<file path="config.mk">
export PLATFORM = sky130hd
export DESIGN_NAME = sequential_divider
export DESIGN_NICKNAME = d
export VERILOG_FILES = /design/src/rtl/arith_pkg.sv /design/src/rtl/div_step.sv /design/src/rtl/sequential_divider.sv
export SDC_FILE = /design/constraint.sdc
export NUM_CORES = 1
export LEC_CHECK = 0
export CAP_MARGIN = 20
export CORE_ASPECT_RATIO = 1.1
export CORE_UTILIZATION = 45
export CTS_CLUSTER_DIAMETER = 150
export DETAILED_ROUTE_END_ITERATION = 6
export PLACE_DENSITY_LB_ADDON = 0.2
export SLEW_MARGIN = 15
export SYNTH_ARGS = -nofsm -noshare
export SYNTH_HDL_FRONTEND = slang
export SYNTH_SLANG_ARGS = --single-unit
</file>
<file path="constraint.sdc">
create_clock -name clk -period 6.3 [get_ports clk]
set_clock_uncertainty 0.2 [all_clocks]
set_input_delay 0.63 -clock clk [delete_from_list [all_inputs] [get_ports clk]]
set_output_delay 0.63 -clock clk [all_outputs]
set_load 0.05 [all_outputs]
</file>
<file path="src/rtl/arith_pkg.sv">
// Shared arithmetic-datapath definitions: default operand width and divider
// state encoding.
package arith_pkg;

   localparam int unsigned DEF_N = 16;

   localparam logic [1:0] ST_IDLE = 2'd0;
   localparam logic [1:0] ST_RUN  = 2'd1;
   localparam logic [1:0] ST_DONE = 2'd2;

   typedef enum logic [1:0] {
      S_IDLE = ST_IDLE,
      S_RUN  = ST_RUN,
      S_DONE = ST_DONE
   } div_state_t;

endpackage

</file>
<file path="src/rtl/div_step.sv">
// One restoring-division iteration (combinational).
// Ports: rem/q   - current partial remainder (n+1 b) and quotient shift reg (n b)
//        B       - divisor (n b)
//        rem_next/q_next - values after shifting {rem,q} left and a trial subtract
module div_step
   import arith_pkg::*;
#(
   parameter int unsigned n = DEF_N
) (
   input  logic [n:0]   rem,
   input  logic [n-1:0] q,
   input  logic [n-1:0] B,
   output logic [n:0]   rem_next,
   output logic [n-1:0] q_next
);

   logic [n+1:0] rem_sh;
   logic [n:0]   trial;
   logic         fits;

   // Shift in the next dividend bit, then restore if the divisor does not fit.
   always_comb begin
      rem_sh = {rem, q[n-1]};
      fits   = (rem_sh >= (n+2)'(B));
      trial  = rem_sh[n:0] - {1'b0, B};
      if (fits) begin
         rem_next = trial;
         q_next   = {q[n-2:0], 1'b1};
      end else begin
         rem_next = rem_sh[n:0];
         q_next   = {q[n-2:0], 1'b0};
      end
   end

endmodule

</file>
<file path="src/rtl/sequential_divider.sv">
// Iterative restoring divider: Z (2n b) / B (n b) -> Q, R (n b), one quotient
// bit per clock. Quotient overflow (including B == 0) is flagged at accept.
// Ports: clk, rst_n        - clock, async active-low reset
//        start, Z, B       - request and operands, sampled when not busy
//        busy, done        - iterating / one-cycle result-valid pulse
//        err, Q, R         - overflow flag, quotient, remainder
module sequential_divider
   import arith_pkg::*;
#(
   parameter int unsigned n = DEF_N
) (
   input  logic           clk,
   input  logic           rst_n,
   input  logic           start,
   input  logic [2*n-1:0] Z,
   input  logic [n-1:0]   B,
   output logic           busy,
   output logic           done,
   output logic           err,
   output logic [n-1:0]   Q,
   output logic [n-1:0]   R
);

   localparam int unsigned CW = (n > 1) ? $clog2(n) : 1;

   div_state_t   state, state_next;
   logic [n-1:0] b_reg, b_next;
   logic [n:0]   rem, rem_next;
   logic [n-1:0] qsr, qsr_next;
   logic [CW-1:0] cnt, cnt_next;
   logic         err_next;
   logic [n-1:0] Q_next, R_next;
   logic [n:0]   step_rem;
   logic [n-1:0] step_q;
   logic         accept;

   div_step #(.n(n)) u_step (
      .rem      (rem),
      .q        (qsr),
      .B        (b_reg),
      .rem_next (step_rem),
      .q_next   (step_q)
   );

   // State and datapath registers.
   always_ff @(posedge clk or negedge rst_n) begin
      if (!rst_n) begin
         state <= S_IDLE;
         b_reg <= '0;
         rem   <= '0;
         qsr   <= '0;
         cnt   <= '0;
         err   <= 1'b0;
         Q     <= '0;
         R     <= '0;
         busy  <= 1'b0;
         done  <= 1'b0;
      end else begin
         state <= state_next;
         b_reg <= b_next;
         rem   <= rem_next;
         qsr   <= qsr_next;
         cnt   <= cnt_next;
         err   <= err_next;
         Q     <= Q_next;
         R     <= R_next;
         busy  <= (state_next == S_RUN);
         done  <= (state_next == S_DONE);
      end
   end

   // Next-state and datapath update; an accept overrides the per-state update.
   always_comb begin
      state_next = state;
      b_next     = b_reg;
      rem_next   = rem;
      qsr_next   = qsr;
      cnt_next   = cnt;
      err_next   = err;
      Q_next     = Q;
      R_next     = R;
      accept     = start && (state != S_RUN);

      unique case (state)
         S_RUN: begin
            rem_next = step_rem;
            qsr_next = step_q;
            if (cnt == '0) begin
               state_next = S_DONE;
               Q_next     = step_q;
               R_next     = step_rem[n-1:0];
            end else begin
               cnt_next = cnt - CW'(1);
            end
         end
         S_DONE:  state_next = S_IDLE;
         default: state_next = S_IDLE;
      endcase

      if (accept) begin
         b_next   = B;
         rem_next = {1'b0, Z[2*n-1:n]};
         qsr_next = Z[n-1:0];
         cnt_next = CW'(n - 1);
         // High half >= divisor means the quotient cannot fit in n bits.
         if (Z[2*n-1:n] >= B) begin
            state_next = S_DONE;
            err_next   = 1'b1;
            Q_next     = '1;
            R_next     = '0;
         end else begin
            state_next = S_RUN;
            err_next   = 1'b0;
         end
      end
   end

endmodule

</file>
==> results of run 1 <==
[cells in the final DEF (no fill, tap or decap), types with 14 or more instances in the layout]
cell                              netlist  layout
sky130_fd_sc_hd__nor2b_1               15      14
sky130_fd_sc_hd__a211oi_1              20      20
sky130_fd_sc_hd__mux2i_1               26      26
sky130_fd_sc_hd__nand2_1               93      93
sky130_fd_sc_hd__o21ai_0               44      44
sky130_fd_sc_hd__nand3_1               22      22
sky130_fd_sc_hd__dfrtp_1               90      90
sky130_fd_sc_hd__nor2_1                29      29
sky130_fd_sc_hd__inv_1                 40      40
sky130_fd_sc_hd__ha_1                  33      33
sky130_fd_sc_hd__clkdlybuf4s50_1        0      83
sky130_fd_sc_hd__a21oi_1               39      39
[routing by layer]
layer	wire length [um]	share of wire [%]	up-vias
met5	0	0	-
met4	250	2.0	0
met3	824	6.7	19
met2	5830	47	124
met1	5460	44	2058
li1	-	-	2119
[final cells by class]
| class | count | area share (%) |
|---|---|---|
| repair buffers | 90 | 13.8 |
| well taps | 147 | 2.88 |
| clock buffers | 13 | 4.08 |
| multi-input cells | 409 | 40.8 |
| clock inverters | 3 | 0.745 |
| inverters | 40 | 2.35 |
| flip-flops and latches | 90 | 35.3 |
[cells by family (layout without fill, tap and decap cells)]
group           Yosys count  count (layout)  synth area share [%]
compound gates          152             152                  18.9
mux                      27              27                  5.30
xor+xnor                 10              10                  1.71
fa+ha+maj                34              34                  8.45
simple gates            186             186                  16.3
buf+inv                  70             146                  5.35
flops                    90              90                  44.0
[where the power goes]
part           internal [mW]  switching, mW  leakage, nW  total (mW)
Combinational          0.952           1.50         1.72        2.45
Clock                  0.331          0.223        0.150       0.554
Sequential             0.876          0.193         1.06        1.07
[metrics by stage]
stage	std cells	power, mW
2_1_floorplan	569	2.88
3_3_place_gp	776	3.46
3_5_place_dp	776	3.52
4_1_cts	792	4.09
5_1_grt	792	4.42
6_report	792	4.07
[final timing paths]
check                                 startpoint                     to  slack (ns)
max                                        Z[16]         R[9]$_DFF_PN0_        2.80
min                                        rst_n   b_reg[6]$_DFFE_PN0P_       0.003
max reg2reg                  qsr[15]$_DFFE_PN0P_         R[7]$_DFF_PN0_        2.89
min reg2reg                b_reg[13]$_DFFE_PN0P_  b_reg[13]$_DFFE_PN0P_        0.29
max in group asynchronous                  rst_n        R[14]$_DFF_PN0_        4.78
min in group clk           b_reg[13]$_DFFE_PN0P_  b_reg[13]$_DFFE_PN0P_        0.29
[worst max-delay path, cell delays in order]
cell                              delay [ns]
sky130_fd_sc_hd__clkdlybuf4s50_1        0.48
sky130_fd_sc_hd__inv_1                  0.05
sky130_fd_sc_hd__ha_1                   0.27
sky130_fd_sc_hd__nand2b_1               0.10
sky130_fd_sc_hd__a21o_1                 0.11
sky130_fd_sc_hd__a21oi_1                0.10
sky130_fd_sc_hd__o311a_1                0.37
sky130_fd_sc_hd__o21ai_1                0.21
sky130_fd_sc_hd__nor2b_1                0.80
sky130_fd_sc_hd__buf_4                  0.30
sky130_fd_sc_hd__a211oi_1               0.06
==> results, run 1 <==
- Compared with the post-synthesis result, the final layout area differs by 24.5%.
- The detailed router placed 4,320 vias in this run.
- The number of global-route vias before repair was 4,513.
- The run finished with clean final reports.
- The pre-CTS setup slack is 2.43 ns.
- The antenna diode count is 0.
- By area the synthesized netlist is led by sky130_fd_sc_hd__dfrtp_1, sky130_fd_sc_hd__ha_1, sky130_fd_sc_hd__nand2_1.
- Post-CTS repair changed the size of 0 cells.
- The final number of hold-violating endpoints is 0.
- At the worst endpoint, the required time is 6.26 ns.
- The post-CTS repair timing setup buffer count is 0.
- The mapped netlist covers 5120 sq um.
- The register containing the most flip-flops in the final layout is rem.
- The post-detailed-placement half-perimeter wirelength is 8620 um.
- The routed via count divided by cell count is 5.45.
- The final setup slack of the worst path is 2.80 ns.
- Clock-pin slew was measured on the worst setup and hold paths at 0.06 ns.
- For this run, the leading register cell type out of synthesis is sky130_fd_sc_hd__dfrtp_1.
- Global routing finished with a remaining overflow of 0.
- The area taken by flip-flops and latches is 2250 sq um.
- The arrival time at the worst endpoint is 3.46 ns.
- In this run the deepest clock path goes through 2 buffers.
- The die outline area is 11,800 sq um.
- The analysis attributes to cell leakage a power of 2.93 nW.
- The number of placement rows is 40.
- For this run, the post-layout net count is 725.
- The number of clock buffers added by TritonCTS is 9.
- The number of top-level design ports is 86.
- The number of flip-flops and latches in the synthesized netlist is 90.
- Entering global routing, the biggest net connects 63 pins.
- The class of the worst hold path is in2async.
- The worst-case IR drop observed on VDD is 0.000265 V.
- The maximum clock frequency is 286 MHz.
- For met2 alone, demand over resource in global routing was 38.6%.
- The floorplan step defined a core boundary enclosing 11,000 sq um.
- In this run, synthesis inferred 0 flip-flops with an integrated enable.
- The final count of pins violating max slew is 0.
- The final critical-path share of the clock period is 55.5%.
- The kind of start point of the critical path is a primary input.
- Global routing used 27.5% of the available met1 tracks.
- In the final routed layout, each cell accounts on average for 15.6 um.
- In this run the biggest area consumer among cell types represents 44.0% of the synthesized area.
- The number of antenna violations at the first check in global routing is 0.
- Among all cell types in the netlist, the one instantiated most often is sky130_fd_sc_hd__nand2_1.
- The worst reg-to-reg path cell count is 11.
- Setup repair after global routing left no endpoint under its margin.
- Summing all placed instances gives a cell area of 6070 sq um.
- The Yosys step of the flow raised 0 warnings.
- The clock tree from TritonCTS is built.
- Counting instances in the post-synthesis netlist gives the leading cell types as sky130_fd_sc_hd__nand2_1, sky130_fd_sc_hd__dfrtp_1, sky130_fd_sc_hd__o21ai_0, sky130_fd_sc_hd__inv_1, sky130_fd_sc_hd__a21oi_1.
- The number of standard cells after synthesis is 569.
- In this run the remaining antenna-violating nets after routing total 0.
- The tool flagged a number of max-cap violations equal to 0.
- The initial cell density of the core is 46.5%.
- The area of the multi-input gates is 2610 sq um.
- The setup path with the least slack is of type in2reg.
- Of the synthesized area, sequential elements account for 44.0%.
- The register with the most flip-flops in the layout has 17 of them.
- CTS placed an instance of sky130_fd_sc_hd__clkbuf_16 at the clock tree root.
- The initial DRC count is 223.
- After routing, the total negative slack on setup checks comes to 0 ns.
- Counting the fill cells in the layout gives 1,013.
- The tree built by TritonCTS fans out to 90 sinks.
- The remaining design rule violation count is 0.
- The hold buffer count at cts is 0.
- The first detailed-routing pass took 4 iterations.
- From bottom edge to top edge, the die measures 114 um.
- The floorplan step set the die width to 104 um.
- Measured against its own limit, the worst slew margin works out to 29.4%.
- The final weighted congestion in routability-driven placement is 0.884.
- Of all flip-flops after synthesis, the portion carrying an async set or reset was 100%.
- Yosys mapped the design onto 52 distinct sky130hd cell types.
- The leading area contributor after synthesis is sky130_fd_sc_hd__dfrtp_1.
- STA classifies the critical path endpoint as a flip-flop.
- The level count of the clock H-tree is 3.
- The met3 layer usage reported by global route is 5.43%.
- The post-synthesis net count is 654.
- The final setup violation count is 0.
- The post-layout instance area is 6380 sq um.
- The layer flagged by global routing as most heavily used is met2.
- Cells fill 57.9% of the core in the end.
- The combined global-route utilization of all metal layers is 22.5%.
- Wires add up to 12,400 um.
- The count of buffers inserted at the top-level ports is 85.
- The share of final-layout standard cells stronger than drive strength 1 is 5.89%.
- The post-layout minimum cycle time is 3.50 ns.
- The highest net fanout along the worst path is 10.
- The average footprint of a synthesized cell is 9.00 sq um.
- Final hold analysis gives a worst-case slack of 0.00307 ns.
- The slew at the pin with the worst max-slew slack is 1.06 ns.
- The clock reaches the later pin of the worst-skew pair after 0.34 ns.
- Dividing total power by cell area gives a power density of 639 nW/um^2.
- The global-route wire length before repair is 21,300 um.
(Power assumes the default switching activity.)
==> inputs of run 2 (changes only) <==
Clock period 6.3 ns to 3.26 ns, I/O delays scaled along.
==> results, run 2 (same netlist as run 1, synthesis figures left out) <==
- The total power consumption of the routed design is 7.84 mW (+92%).
- The slowest cell on the critical path is sky130_fd_sc_hd__dfrtp_1.
- The die outline area was 11,800 sq um (unchanged).
- The worst setup path is of the reg2reg kind.
- The count of TritonRoute iterations in the first routing pass came to 5 (+1).
- The kind of start point of the critical path is a flip-flop.
- The total negative slack for setup checks is 0 ns (unchanged).
- The clock tree from TritonCTS is built.
- The total power density per cell area is 1210 nW/um^2 (+90%).
- The remaining design rule violation count is 0 (unchanged).
- The level count of the clock H-tree is 3 (unchanged).
- The vertical extent of the die was 114 um (unchanged).
- The number of global-route vias before repair is 4,463 (-1.1%).
- The standard cell area after detailed placement is 6170 sq um (+1.6%).
- The highest net fanout along the worst path is 12 (+2).
- The final setup violation count is 0 (unchanged).
- The share of final-layout standard cells stronger than drive strength 1 is 7.18% (+1.3 points).
- The clock root buffer is sky130_fd_sc_hd__clkbuf_16.
- The worst min-delay path startpoint is b_reg[12]$_DFFE_PN0P_.
- The remaining antenna violation count after routing is 0 (unchanged).
- The maximum clock path buffer count was 2 (unchanged).
- The number of clock sinks is 90 (unchanged).
- The routed via count divided by cell count is 5.35 (-1.9%).
- The post-CTS repair timing setup buffer count is 0 (unchanged).
- The global-route met2 utilization was 39.1% (+0.54 points).
- Among the stages of the critical path, the cell type that occurs most often is sky130_fd_sc_hd__inv_1.
- The initial cell density of the core is 46.5% (unchanged).
- The clock insertion delay at the later pin of the skew report is 0.34 ns (about the same).
- The met3 layer usage reported by global route is 5.60% (+0.17 points).
- The post-layout instance area is 6460 sq um (+1.3%).
- The post-detailed-routing wire length is 12,500 um (+1.5%).
- The final number of hold-violating endpoints is 0 (unchanged).
- The worst reg-to-reg path cell count was 12 (+1).
- The reported net switching power is 3.71 mW (+94%).
- The leakage component of the power is 2.98 nW (+1.6%).
- Leaving out fill and tap cells, the most frequent cell in the layout is sky130_fd_sc_hd__nand2_1.
- The largest vdd supply drop is 0.000575 V (+120%).
- Setup repair after global routing left no endpoint under its margin.
- The switching portion of total power is 47.4% (+0.33 points).
- The worst reg-to-reg setup slack is 0.16 ns (-2.73 ns).
- The slew at the pin with the worst max-slew slack is 0.747 ns (-0.309 ns).
- The count of buffering cells on the critical path with inverters included is 3 (unchanged).
- The total clock buffers created by CTS was 9 (unchanged).
- The number of antenna violations at the first check in global routing is 0 (unchanged).
- The maximum number of pins on one net before global-route repair is 58 (-7.9%).
- The count of buffers inserted at the top-level ports came to 85 (unchanged).
- The end of the worst hold path is b_reg[12]$_DFFE_PN0P_.
- The count of filler cells inserted in the layout was 995 (-1.8%).
- The class of the worst hold path is reg2reg.
- The number of placement rows is 40 (unchanged).
- The met1 layer usage reported by global route was 28.0% (+0.52 points).
- The launch instance of the worst register-to-register path is qsr[15]$_DFFE_PN0P_.
- The critical path required time is 3.30 ns (-2.96 ns).
- The global-route wire length before repair is 21,200 um (-0.23%).
- The maximum clock frequency is 323 MHz.
- The clock share of power came to 11.7% (-1.9 points).
- The worst path in the final design needs a cycle of 3.10 ns, including I/O delays and setup.
- The flow ran to the end, and the final reports show no timing, DRC or antenna violations.
- The max capacitance violation total came to 0 (unchanged).
- The post-detailed-placement half-perimeter wirelength came to 8980 um (+4.2%).
- The critical register-to-register path endpoint is R[7]$_DFF_PN0_.
- The worst hold slack across all endpoints is 0.277 ns (+0.274 ns).
- The flip-flop count of the largest register, all copies and words added is 17 (unchanged).
- The fraction of power consumed by sequential logic came to 26.3% (about the same).
- The final weighted congestion in routability-driven placement is 0.913 (+3.3%).
- The die width is 104 um (unchanged).
- The antenna diode count came to 0 (unchanged).
- The critical path goes through inv_1, ha_1, inv_1, fa_1, a21o_1, a221o_1, a211oi_4, o211ai_4, buf_12, nor2_1, a31oi_1, a211oi_1.
- The biggest cell delay along the critical path was 0.41 ns (-0.39 ns).
- The number of top-level design ports is 86 (unchanged).
- The category of the worst setup path capture point is a flip-flop.
- The number of nets at the end of the flow is 736 (+1.5%).
- The worst hold path depth is 2.
- The arrival time at the worst endpoint is 3.14 ns (-0.32 ns).
- The layout overhead on the synthesized area is 26.2%.
- The leftover overflow at the end of global routing is 0 (unchanged).
- More flip-flops sit in one register than any other, and that register is rem.
- The worst max-slew margin expressed relative to the limit is 50.2% (+21 points).
- The detailed-route wire length per cell was 15.6 um (+0.23%).
- The busiest layer in global routing is met2.
- On the critical path the largest part of the delay comes from compound AO/OA/AOI/OAI gates.
- The core outline area is 11,000 sq um (unchanged).
- The combined global-route utilization of all metal layers came to 22.7% (+0.24 points).
- The combinational cell fraction of total power was 62.0% (+1.8 points).
- The clock transition at the register clock pins on the worst setup and hold paths after CTS came to 0.06 ns (about the same).
- The initial DRC count is 212 (-4.9%).
- The final critical-path share of the clock period is 95.0%.
- The final count of pins violating max slew is 0 (unchanged).
- In the layout the commonest cells are sky130_fd_sc_hd__nand2_1, sky130_fd_sc_hd__dfrtp_1, sky130_fd_sc_hd__clkdlybuf4s50_1.
- The worst setup path startpoint is qsr[15]$_DFFE_PN0P_.
- The vias after detailed routing is 4,291 (-0.67%).
- The internal power is 4.13 mW (+91%).
## run 2: stage by stage
stage	util [%]	std cells	worst slack, ns
2_1_floorplan	-	569	0.415
3_3_place_gp	56.1	786	0.109
3_5_place_dp	56.1	786	0.0855
4_1_cts	58.5	802	0.0667
5_1_grt	58.7	802	0.00759
6_report	58.7	802	0.164
## run 2: final cells by class
cell class              instances  area, sq um  area share (%)
well taps                     147          184            2.85
clock buffers                  12          236            3.66
clock inverters                 3         17.5           0.271
multi-input cells             409         2630            40.7
inverters                      40          150            2.32
repair buffers                101          991            15.3
flip-flops and latches         90         2250            34.8
## run 2: timing repair
action / 4_1_cts / 5_1_grt
endpoints found under the hold margin: 55 / 0
gates resized for setup: 0 / 4
setup endpoints to repair: 0 / 14
hold buffers: 1 / 0
## run 2: power groups by stage
stage	combinational [mW]	clock, mW	sequential (mW)
detailed placement	4.78	0	2.07
global placement	4.70	0	2.05
CTS	4.80	0.945	2.06
finish	4.86	0.920	2.06
global route	5.38	0.993	2.13
floorplan	2.89	0	2.67
## run 2: worst min-delay path, stage by stage, from the launching register on
cell and delay (ns):
sky130_fd_sc_hd__dfrtp_1 0.34, sky130_fd_sc_hd__nand2_1 0.04, sky130_fd_sc_hd__o21ai_0 0.06
## run 2: routing by layer
metal,wire (um),vias to the layer above
met4,158,0
li1,-,2135
met3,667,12
met1,5520,2040
met5,0,-
met2,6190,104
## run 2: how the worst max path moves through the flow
stage	to	slack, ns	cells past startpoint
after detailed placement	R[5]$_DFF_PN0_	0.09	11
after global routing	R[7]$_DFF_PN0_	0.008	12
after CTS	R[5]$_DFF_PN0_	0.07	11
final	R[7]$_DFF_PN0_	0.16	12
after floorplan	R[2]$_DFF_PN0_	0.42	12
after global placement	rem[14]$_DFFE_PN0P_	0.11	11
